<file path="src/rtl/minmax_tracker_pkg.sv">
// Shared types and defaults for the streaming min/max tracker.
package minmax_pkg;

  localparam int DEF_WIDTH = 4;
  localparam int DEF_CNT_W = 8;
  localparam logic [DEF_CNT_W-1:0] CNT_MAX = {DEF_CNT_W{1'b1}};

  typedef enum logic [1:0] {
    EMPTY = 2'd0,
    RUN   = 2'd1,
    SAT   = 2'd2
  } state_e;

  // Flat encodings for the state register, kept equal to the enum values.
  localparam logic [1:0] ST_EMPTY = 2'(EMPTY);
  localparam logic [1:0] ST_RUN   = 2'(RUN);
  localparam logic [1:0] ST_SAT   = 2'(SAT);

endpackage

</file>
<file path="src/rtl/minmax_tracker_if.sv">
// Sample stream in, running statistics and per-sample flags out.
interface minmax_tracker_if #(
  parameter int WIDTH = 4,
  parameter int CNT_W = 8
);

  logic             clear;
  logic             in_valid;
  logic [WIDTH-1:0] in_data;
  logic             in_ready;
  logic             out_valid;
  logic [WIDTH-1:0] max_val;
  logic [WIDTH-1:0] min_val;
  logic [CNT_W-1:0] count;
  logic             gt_flag;
  logic             lt_flag;
  logic             eq_flag;
  logic             first_flag;
  logic             sat;
  logic             empty;

  modport master (
    output clear, in_valid, in_data,
    input  in_ready, out_valid, max_val, min_val, count,
           gt_flag, lt_flag, eq_flag, first_flag, sat, empty
  );

  modport slave (
    input  clear, in_valid, in_data,
    output in_ready, out_valid, max_val, min_val, count,
           gt_flag, lt_flag, eq_flag, first_flag, sat, empty
  );

endinterface

</file>
<file path="src/rtl/minmax_tracker_cmp_unit.sv">
// Unsigned WIDTH-bit magnitude comparator, purely combinational.
module cmp_unit #(
  parameter int WIDTH = 4
) (
  input  logic [WIDTH-1:0] i_a,
  input  logic [WIDTH-1:0] i_b,
  output logic             lt,
  output logic             gt,
  output logic             eq
);

  assign lt = (i_a <  i_b);
  assign gt = (i_a >  i_b);
  assign eq = (i_a == i_b);

endmodule

</file>
<file path="src/rtl/minmax_tracker.sv">
// Two-stage streaming min/max tracker: capture, then compare against the
// registered extremes and update max/min/count/flags in one edge.
module minmax_tracker
  import minmax_pkg::*;
#(
  parameter int WIDTH = DEF_WIDTH,
  parameter int CNT_W = DEF_CNT_W
) (
  input logic              clk,
  input logic              rst_n,
  minmax_tracker_if.slave  bus
);

  localparam logic [CNT_W-1:0] L_CNT_MAX = {CNT_W{1'b1}};
  localparam logic [CNT_W-1:0] L_CNT_ONE = {{(CNT_W-1){1'b0}}, 1'b1};

  logic             r_s1_vld;
  logic [WIDTH-1:0] r_s1_data;

  logic [1:0]       r_state;
  logic [WIDTH-1:0] r_max;
  logic [WIDTH-1:0] r_min;
  logic [CNT_W-1:0] r_cnt;
  logic             r_out_vld;
  logic             r_gt;
  logic             r_lt;
  logic             r_eq;
  logic             r_first;
  logic             r_sat;

  logic             w_accept;
  logic             w_max_lt, w_max_gt, w_max_eq;
  logic             w_min_lt, w_min_gt, w_min_eq;
  logic [CNT_W-1:0] w_cnt_next;
  logic             w_unused;

  assign bus.in_ready = !bus.clear;
  assign w_accept     = bus.in_valid && !bus.clear;

  cmp_unit #(.WIDTH(WIDTH)) u_cmp_max (
    .i_a (r_s1_data),
    .i_b (r_max),
    .lt  (w_max_lt),
    .gt  (w_max_gt),
    .eq  (w_max_eq)
  );

  cmp_unit #(.WIDTH(WIDTH)) u_cmp_min (
    .i_a (r_s1_data),
    .i_b (r_min),
    .lt  (w_min_lt),
    .gt  (w_min_gt),
    .eq  (w_min_eq)
  );

  // Only gt/eq against max and lt against min feed the update.
  assign w_unused = ^{w_max_lt, w_min_gt, w_min_eq};

  assign w_cnt_next = (r_state == ST_SAT) ? r_cnt : (r_cnt + L_CNT_ONE);

  // Stage 1: capture. clear blocks acceptance, so the in-flight slot empties.
  always_ff @(posedge clk or negedge rst_n) begin
    if (!rst_n) begin
      r_s1_vld  <= 1'b0;
      r_s1_data <= '0;
    end else begin
      r_s1_vld <= w_accept;
      if (w_accept) r_s1_data <= bus.in_data;
    end
  end

  // Stage 2: compare against registered extremes and retire the sample.
  always_ff @(posedge clk or negedge rst_n) begin
    if (!rst_n) begin
      r_state   <= ST_EMPTY;
      r_max     <= '0;
      r_min     <= '0;
      r_cnt     <= '0;
      r_out_vld <= 1'b0;
      r_gt      <= 1'b0;
      r_lt      <= 1'b0;
      r_eq      <= 1'b0;
      r_first   <= 1'b0;
      r_sat     <= 1'b0;
    end else if (bus.clear) begin
      r_state   <= ST_EMPTY;
      r_max     <= '0;
      r_min     <= '0;
      r_cnt     <= '0;
      r_out_vld <= 1'b0;
      r_gt      <= 1'b0;
      r_lt      <= 1'b0;
      r_eq      <= 1'b0;
      r_first   <= 1'b0;
      r_sat     <= 1'b0;
    end else begin
      r_out_vld <= r_s1_vld;
      if (r_s1_vld) begin
        case (r_state)
          ST_EMPTY: begin
            r_max   <= r_s1_data;
            r_min   <= r_s1_data;
            r_cnt   <= L_CNT_ONE;
            r_first <= 1'b1;
            r_gt    <= 1'b0;
            r_lt    <= 1'b0;
            r_eq    <= 1'b0;
            // A one-bit counter is already full after the first sample.
            if (L_CNT_ONE == L_CNT_MAX) begin
              r_state <= ST_SAT;
              r_sat   <= 1'b1;
            end else begin
              r_state <= ST_RUN;
            end
          end
          default: begin
            if (w_max_gt) r_max <= r_s1_data;
            if (w_min_lt) r_min <= r_s1_data;
            r_gt    <= w_max_gt;
            r_lt    <= w_min_lt;
            r_eq    <= w_max_eq;
            r_first <= 1'b0;
            r_cnt   <= w_cnt_next;
            if (w_cnt_next == L_CNT_MAX) begin
              r_state <= ST_SAT;
              r_sat   <= 1'b1;
            end
          end
        endcase
      end
    end
  end

  assign bus.out_valid  = r_out_vld;
  assign bus.max_val    = r_max;
  assign bus.min_val    = r_min;
  assign bus.count      = r_cnt;
  assign bus.gt_flag    = r_gt;
  assign bus.lt_flag    = r_lt;
  assign bus.eq_flag    = r_eq;
  assign bus.first_flag = r_first;
  assign bus.sat        = r_sat;
  assign bus.empty      = (r_state == ST_EMPTY);

endmodule
</file>
<file path="src/flat_wrapper.sv">
// flat-port wrapper written by rule: the top's interface ports become plain ports
module minmax_tracker_flat import minmax_pkg::*;
#(
  parameter int WIDTH = DEF_WIDTH,
  parameter int CNT_W = DEF_CNT_W
)
  (clk, rst_n, bus_clear, bus_in_valid, bus_in_data, bus_in_ready, bus_out_valid, bus_max_val, bus_min_val, bus_count, bus_gt_flag, bus_lt_flag, bus_eq_flag, bus_first_flag, bus_sat, bus_empty);
  minmax_tracker_if #(.WIDTH(WIDTH), .CNT_W(CNT_W)) bus_i ();
  input logic clk;
  input logic rst_n;
  input wire logic [$bits(bus_i.clear)-1:0] bus_clear;
  input wire logic [$bits(bus_i.in_valid)-1:0] bus_in_valid;
  input wire logic [$bits(bus_i.in_data)-1:0] bus_in_data;
  output wire logic [$bits(bus_i.in_ready)-1:0] bus_in_ready;
  output wire logic [$bits(bus_i.out_valid)-1:0] bus_out_valid;
  output wire logic [$bits(bus_i.max_val)-1:0] bus_max_val;
  output wire logic [$bits(bus_i.min_val)-1:0] bus_min_val;
  output wire logic [$bits(bus_i.count)-1:0] bus_count;
  output wire logic [$bits(bus_i.gt_flag)-1:0] bus_gt_flag;
  output wire logic [$bits(bus_i.lt_flag)-1:0] bus_lt_flag;
  output wire logic [$bits(bus_i.eq_flag)-1:0] bus_eq_flag;
  output wire logic [$bits(bus_i.first_flag)-1:0] bus_first_flag;
  output wire logic [$bits(bus_i.sat)-1:0] bus_sat;
  output wire logic [$bits(bus_i.empty)-1:0] bus_empty;
  assign bus_i.clear = bus_clear;
  assign bus_i.in_valid = bus_in_valid;
  assign bus_i.in_data = bus_in_data;
  assign bus_in_ready = bus_i.in_ready;
  assign bus_out_valid = bus_i.out_valid;
  assign bus_max_val = bus_i.max_val;
  assign bus_min_val = bus_i.min_val;
  assign bus_count = bus_i.count;
  assign bus_gt_flag = bus_i.gt_flag;
  assign bus_lt_flag = bus_i.lt_flag;
  assign bus_eq_flag = bus_i.eq_flag;
  assign bus_first_flag = bus_i.first_flag;
  assign bus_sat = bus_i.sat;
  assign bus_empty = bus_i.empty;
  minmax_tracker #(.WIDTH(WIDTH), .CNT_W(CNT_W)) u_core (.clk(clk), .rst_n(rst_n), .bus(bus_i));
endmodule
</file>
<file path="config.mk">
export PLATFORM = sky130hd
export DESIGN_NAME = minmax_tracker_flat
export DESIGN_NICKNAME = d
export VERILOG_FILES = /design/src/rtl/minmax_tracker_pkg.sv /design/src/rtl/minmax_tracker_if.sv /design/src/rtl/minmax_tracker_cmp_unit.sv /design/src/rtl/minmax_tracker.sv /design/src/flat_wrapper.sv
export SDC_FILE = /design/constraint.sdc
export NUM_CORES = 1
export LEC_CHECK = 0
export CORE_MARGIN = 8
export CORE_UTILIZATION = 40
export CTS_CLUSTER_DIAMETER = 150
export DETAILED_ROUTE_END_ITERATION = 10
export GPL_ROUTABILITY_DRIVEN = 0
export PLACE_DENSITY = 0.74
export REMOVE_ABC_BUFFERS = 1
export SYNTH_ARGS = -nofsm -noshare
export SYNTH_HDL_FRONTEND = slang
export SYNTH_SLANG_ARGS = --single-unit
export TNS_END_PERCENT = 1
</file>
<file path="constraint.sdc">
create_clock -name clk -period 4.3 [get_ports clk]
set_input_delay 1.075 -clock clk [delete_from_list [all_inputs] [get_ports clk]]
set_output_delay 1.075 -clock clk [all_outputs]
set_load 0.05 [all_outputs]
</file>
; ---- Word level (Yosys, flattened, before mapping)
; Cells that the tools add are included.
[word_totals]
register_bits = 29
inputBits = 8
out_inout_bits = 24
elab_cells = 64
[classes]
n_addsub = 1
n_lt_le_gt_ge = 2
eq_ne = 4
muxes = 33
n_reduce_logical = 12
[ops]
columns = operator, count
row1 = 4-bit 2-to-1 mux, 8
row2 = 8-bit 2-to-1 mux, 4
row3 = 1-bit 2-to-1 mux, 17
row4 = 3-bit nonzero test, 3
row5 = 8-bit by 1-bit adder with 8-bit output (second input constant), 1
row6 = 8-bit equality test (second input constant), 1
row7 = 2-bit 2-to-1 mux, 4
row8 = 2-bit AND reduction, 3
row9 = 4-bit equality test, 1
row10 = 4-bit greater-than comparator, 1
row11 = 4-bit < comparator, 1
row12 = 2-bit nonzero test, 2
row13 = 3-bit AND reduction, 1
row14 = 2-bit equality test (second input constant), 1
row15 = 2-bit logical NOT, 1
row16 = 2-bit != test (second input constant), 1
row17 = 1-bit logical AND, 1
row18 = 1-bit logical NOT, 1

; ---- Logic depth before layout (Yosys ltp)
[logic_depth]
word_depth = 7
depth_mapped = 7
ltp_nobuf = 7

; ---- Modules after synthesis
; Synthesis repeated with hierarchy kept, for this count alone.
[unflattened]
cells_unflattened = 159
area_unflattened_um2 = 1645.3
[by_module_without_submodules]
columns = mod, instances, cells_per_inst, area_each_um2, seq_area_each_um2
row1 = minmax_tracker, 1, 127, 1387.6, 725.7
row2 = cmp_unit, 2, 16, 128.9, 0.0

; ---- Worst setup path after synthesis
; Ideal clock, no wire load.
[synth_path]
kind = input port to output port
start = in bus_clear
end = out bus_in_ready
arrival_time_ps = 2022
required_time_ps = 3225
path_slack_ps = 1203
stages = 3
n_path_buf = 2
path_cell_list = clkbuf_1 -> clkinv_1 -> clkbuf_1
[synth_between]
elab_chain_len = 1
[synth_rtl]
columns = item, line
row1 = start: declaration, flat_wrapper.sv:11  ; input wire logic [$bits(bus_i.clear)-1:0] bus_clear;
row2 = 1-bit logical NOT, minmax_tracker.sv:37  ; assign bus.in_ready = !bus.clear;
row3 = end: declaration, flat_wrapper.sv:14  ; output wire logic [$bits(bus_i.in_ready)-1:0] bus_in_ready;
; No other way between the ends.

; ---- Worst setup path after layout
; Ends and elaborated chain as after synthesis.

==> run summary <==
Final nets -> 204
via count -> 1270
Sw Ratio -> 0.2926
required time worst endpoint -> 3.22 ns
crit path to -> bus_in_ready
wire per inst -> 15.11 um
GRT Util Overall -> 0.1215
Area growth syn-to-layout -> 28.64%
fin. max-slew vios -> 0
FF-to-FF path depth -> 5
post-synth cell types -> 38
root buf cell -> clkbuf_8
Gate Count Post-Synth -> 154
Core Area -> 3689 um^2
crit path capture type -> output pin
switching pwr -> 0.1952 mW
CTS Sinks -> 29
num rows -> 22
commonest cells after routing, fill and taps aside -> clkdlybuf4s50_1 (31), dfrtp_1 (29), nand2_1 (23)
Slew HR -> 0.6563
Clock Path Buffers -> 2
period utilization -> 0.8323
final hold vios -> 0
CP Launch Point -> bus_clear
Yosys warning count -> 0
Synth Area in Simple Gates -> 0.1504
Buffers on Ports -> 31
Setup-failing EPs final -> 0
R2R Path Start -> u_core.r_state[0]$_DFFE_PN0P_
CTS Hold Buffers Added -> 0
total CTS buffers -> 5
Max Cap Viol -> 0
Crit Reg-Reg Endpoint -> u_core.r_state[0]$_DFFE_PN0P_
Max Clk Rate -> 0.2794 GHz
synth top area cells -> dfrtp_1 (47%), ha_1 (6.4%), mux2i_1 (6.4%), nand2_1 (5.6%), o21ai_0 (3.2%)
Setup Crit Path Kind -> in2out
Synth Register Bits -> 29
IO Pins -> 32
Power Total -> 0.6671 mW
crit path launch type -> input pin
GRT met3 Usage -> 0.05467
sequential power share -> 0.454
PnR worst setup slack -> 0.7213 ns
placed cell count -> 229
Comb power frac -> 0.214
clock network fraction of total power -> 0.332
GRT busiest layer -> met2
cell-internal power -> 0.4719 mW
Synth Flop Type -> dfrtp_1
Cell Area, Synth -> 1555 um^2
layout cells sized above 1 -> 0.09043
Synth top area share -> 0.4666
pin count of the biggest net entering global routing -> 30
met2 Usage GRT -> 0.2030
# DRC -> 0
mux cell area share after synthesis -> 0.08608
synthesized area per cell -> 10.10 um^2
CTS tree -> built
worst-path fanout max -> 3
Pre-Repair DR Iteration Count -> 4
Leak -> 0.8654 nW
CP Data Arrival Time -> 2.50 ns
first-pass GRT wire length -> 6.120 mm
RSZ-0062 raised after global routing -> false
min cycle time layout -> 3.579 ns
adder-cell share of the synthesized area -> 0.06436
vias in the first global route -> 1360
ys async rst share -> 1.000
VDD IR max -> 0.1768 mV
Min-Delay Path Class -> reg2reg
Post-Layout Cell Count -> 236
Routed Antenna Nets -> 0
Seq/Total Area, Yosys -> 0.4666
post-CTS sizing -> 0
M1 GR Usage -> 0.1349
r2r setup slk -> 2.21 ns
Initial DRC Count -> 57
Util after Layout -> 0.5424
die height -> 78.36 um
skew final -> 0.005338 ns
measured slew at the worst slew-check pin -> 0.5140 ns
Place WS -> 0.7281 ns
Initial Util -> 0.4216
total grt overflow -> 0
CTS H-tree lvls -> 2
pwr/cell area -> 333.4 nW/um^2
Reg clk slew, reported paths -> 0.06 ns
Post-synth EDFFs -> 0
clk_lat worst skew -> 0.28 ns
Final TNS setup -> 0 ns
compound-gate portion of the synthesized area -> 0.1665
overall routed net length -> 3.567 mm
Vias/cell -> 5.381
Yosys top cell by area -> dfrtp_1
die width -> 78.36 um
commonest non-fill, non-tap cell in the layout -> clkdlybuf4s50_1
area of the die -> 6140 um^2
main combinational cell family by area after synthesis -> compound AO/OA/AOI/OAI gates
initial antenna violation count -> 0
xor/xnor cell area share of the yosys netlist -> 0.02253
status -> complete, no violations
post-detail-place hpwl -> 2.706 mm
FILL cells -> 366
post-CTS setup buffer count -> 0
ANT cells -> 0
-- worst min-delay path by stage --
stage | startpoint | endpoint | slack (ns) | depth (start not counted)
after global routing | u_core.bus.sat$_DFFE_PN0P_ | u_core.bus.sat$_DFFE_PN0P_ | 0.53 | 2
final | u_core.bus.sat$_DFFE_PN0P_ | u_core.bus.sat$_DFFE_PN0P_ | 0.49 | 2
after detailed placement | u_core.bus.sat$_DFFE_PN0P_ | u_core.bus.sat$_DFFE_PN0P_ | 0.49 | 2
after CTS | u_core.bus.sat$_DFFE_PN0P_ | u_core.bus.sat$_DFFE_PN0P_ | 0.50 | 2
after floorplan | u_core.r_state[1]$_DFFE_PN0P_ | u_core.r_state[1]$_DFFE_PN0P_ | 0.47 | 1
after global placement | u_core.bus.sat$_DFFE_PN0P_ | u_core.bus.sat$_DFFE_PN0P_ | 0.47 | 2
-- layer usage --
layer  vias to the layer above  share of wire
met1                       614           0.41
met4                         0         0.0078
met3                         5          0.084
met5                         -              0
li1                        613              -
met2                        38           0.50
-- cells in the mapped netlist, types with 3 or more instances --
library cell / number
a21oi_1: 6
clkbuf_1: 6
dfrtp_1: 29
ha_1: 8
inv_1: 8
mux2_2: 3
mux2i_1: 10
nand2_1: 23
nand2b_1: 4
nand4_1: 4
nor2_1: 4
nor2b_1: 4
o21a_1: 4
o21ai_0: 10
o31ai_1: 5
xor2_1: 3
-- worst max-delay path: stages --
cell and delay, ns:
clkdlybuf4s50_1 0.51, clkinv_1 0.10, clkdlybuf4s50_1 0.81
-- cell families after synthesis --
| group | after synthesis |
|---|---|
| xor gates and xnor gates | 4 |
| and+or+nand+nor | 46 |
| adders and majority gates | 8 |
| AOI/OAI and AO/OA | 38 |
| DFF | 29 |
| buffers and inverters | 16 |
| muxes | 13 |
-- area by class of cell --
| class | count | area (um^2) | area share |
|---|---|---|---|
| sequential | 29 | 725.7 | 0.3627 |
| inverter | 9 | 33.78 | 0.01689 |
| tap | 48 | 60.06 | 0.03002 |
| multi-input combinational | 109 | 762.0 | 0.3809 |
| clock buffer | 7 | 86.33 | 0.04315 |
| timing repair buffer | 34 | 332.8 | 0.1664 |
-- power by group through the flow --
stage / clock network [mW] / registers (mW) / logic (mW)
2_1_floorplan: 0 / 0.331 / 0.0678
3_3_place_gp: 0 / 0.307 / 0.141
3_5_place_dp: 0 / 0.307 / 0.144
4_1_cts: 0.231 / 0.302 / 0.145
5_1_grt: 0.239 / 0.304 / 0.158
6_report: 0.222 / 0.303 / 0.143
-- state kept, by name, summed over array words and instances (netlist names) --
name	flops
u_core.bus.sat	1
u_core.bus.lt_flag	1
u_core.r_state	2
u_core.bus.max_val	4
u_core.bus.first_flag	1
u_core.r_s1_data	4
u_core.bus.out_valid	1
u_core.bus.min_val	4
u_core.bus.eq_flag	1
u_core.bus.gt_flag	1
u_core.bus.count	8
u_core.r_s1_vld	1
-- metrics by stage --
stage	area [um^2]	hold slack, ns
after floorplan	1521	0.4712
after global placement	1914	0.4681
after detailed placement	1914	0.4856
after CTS	2001	0.5008
after global routing	2001	0.5339
final	2001	0.4916
Note: power is estimated with default switching activity, not from simulation.
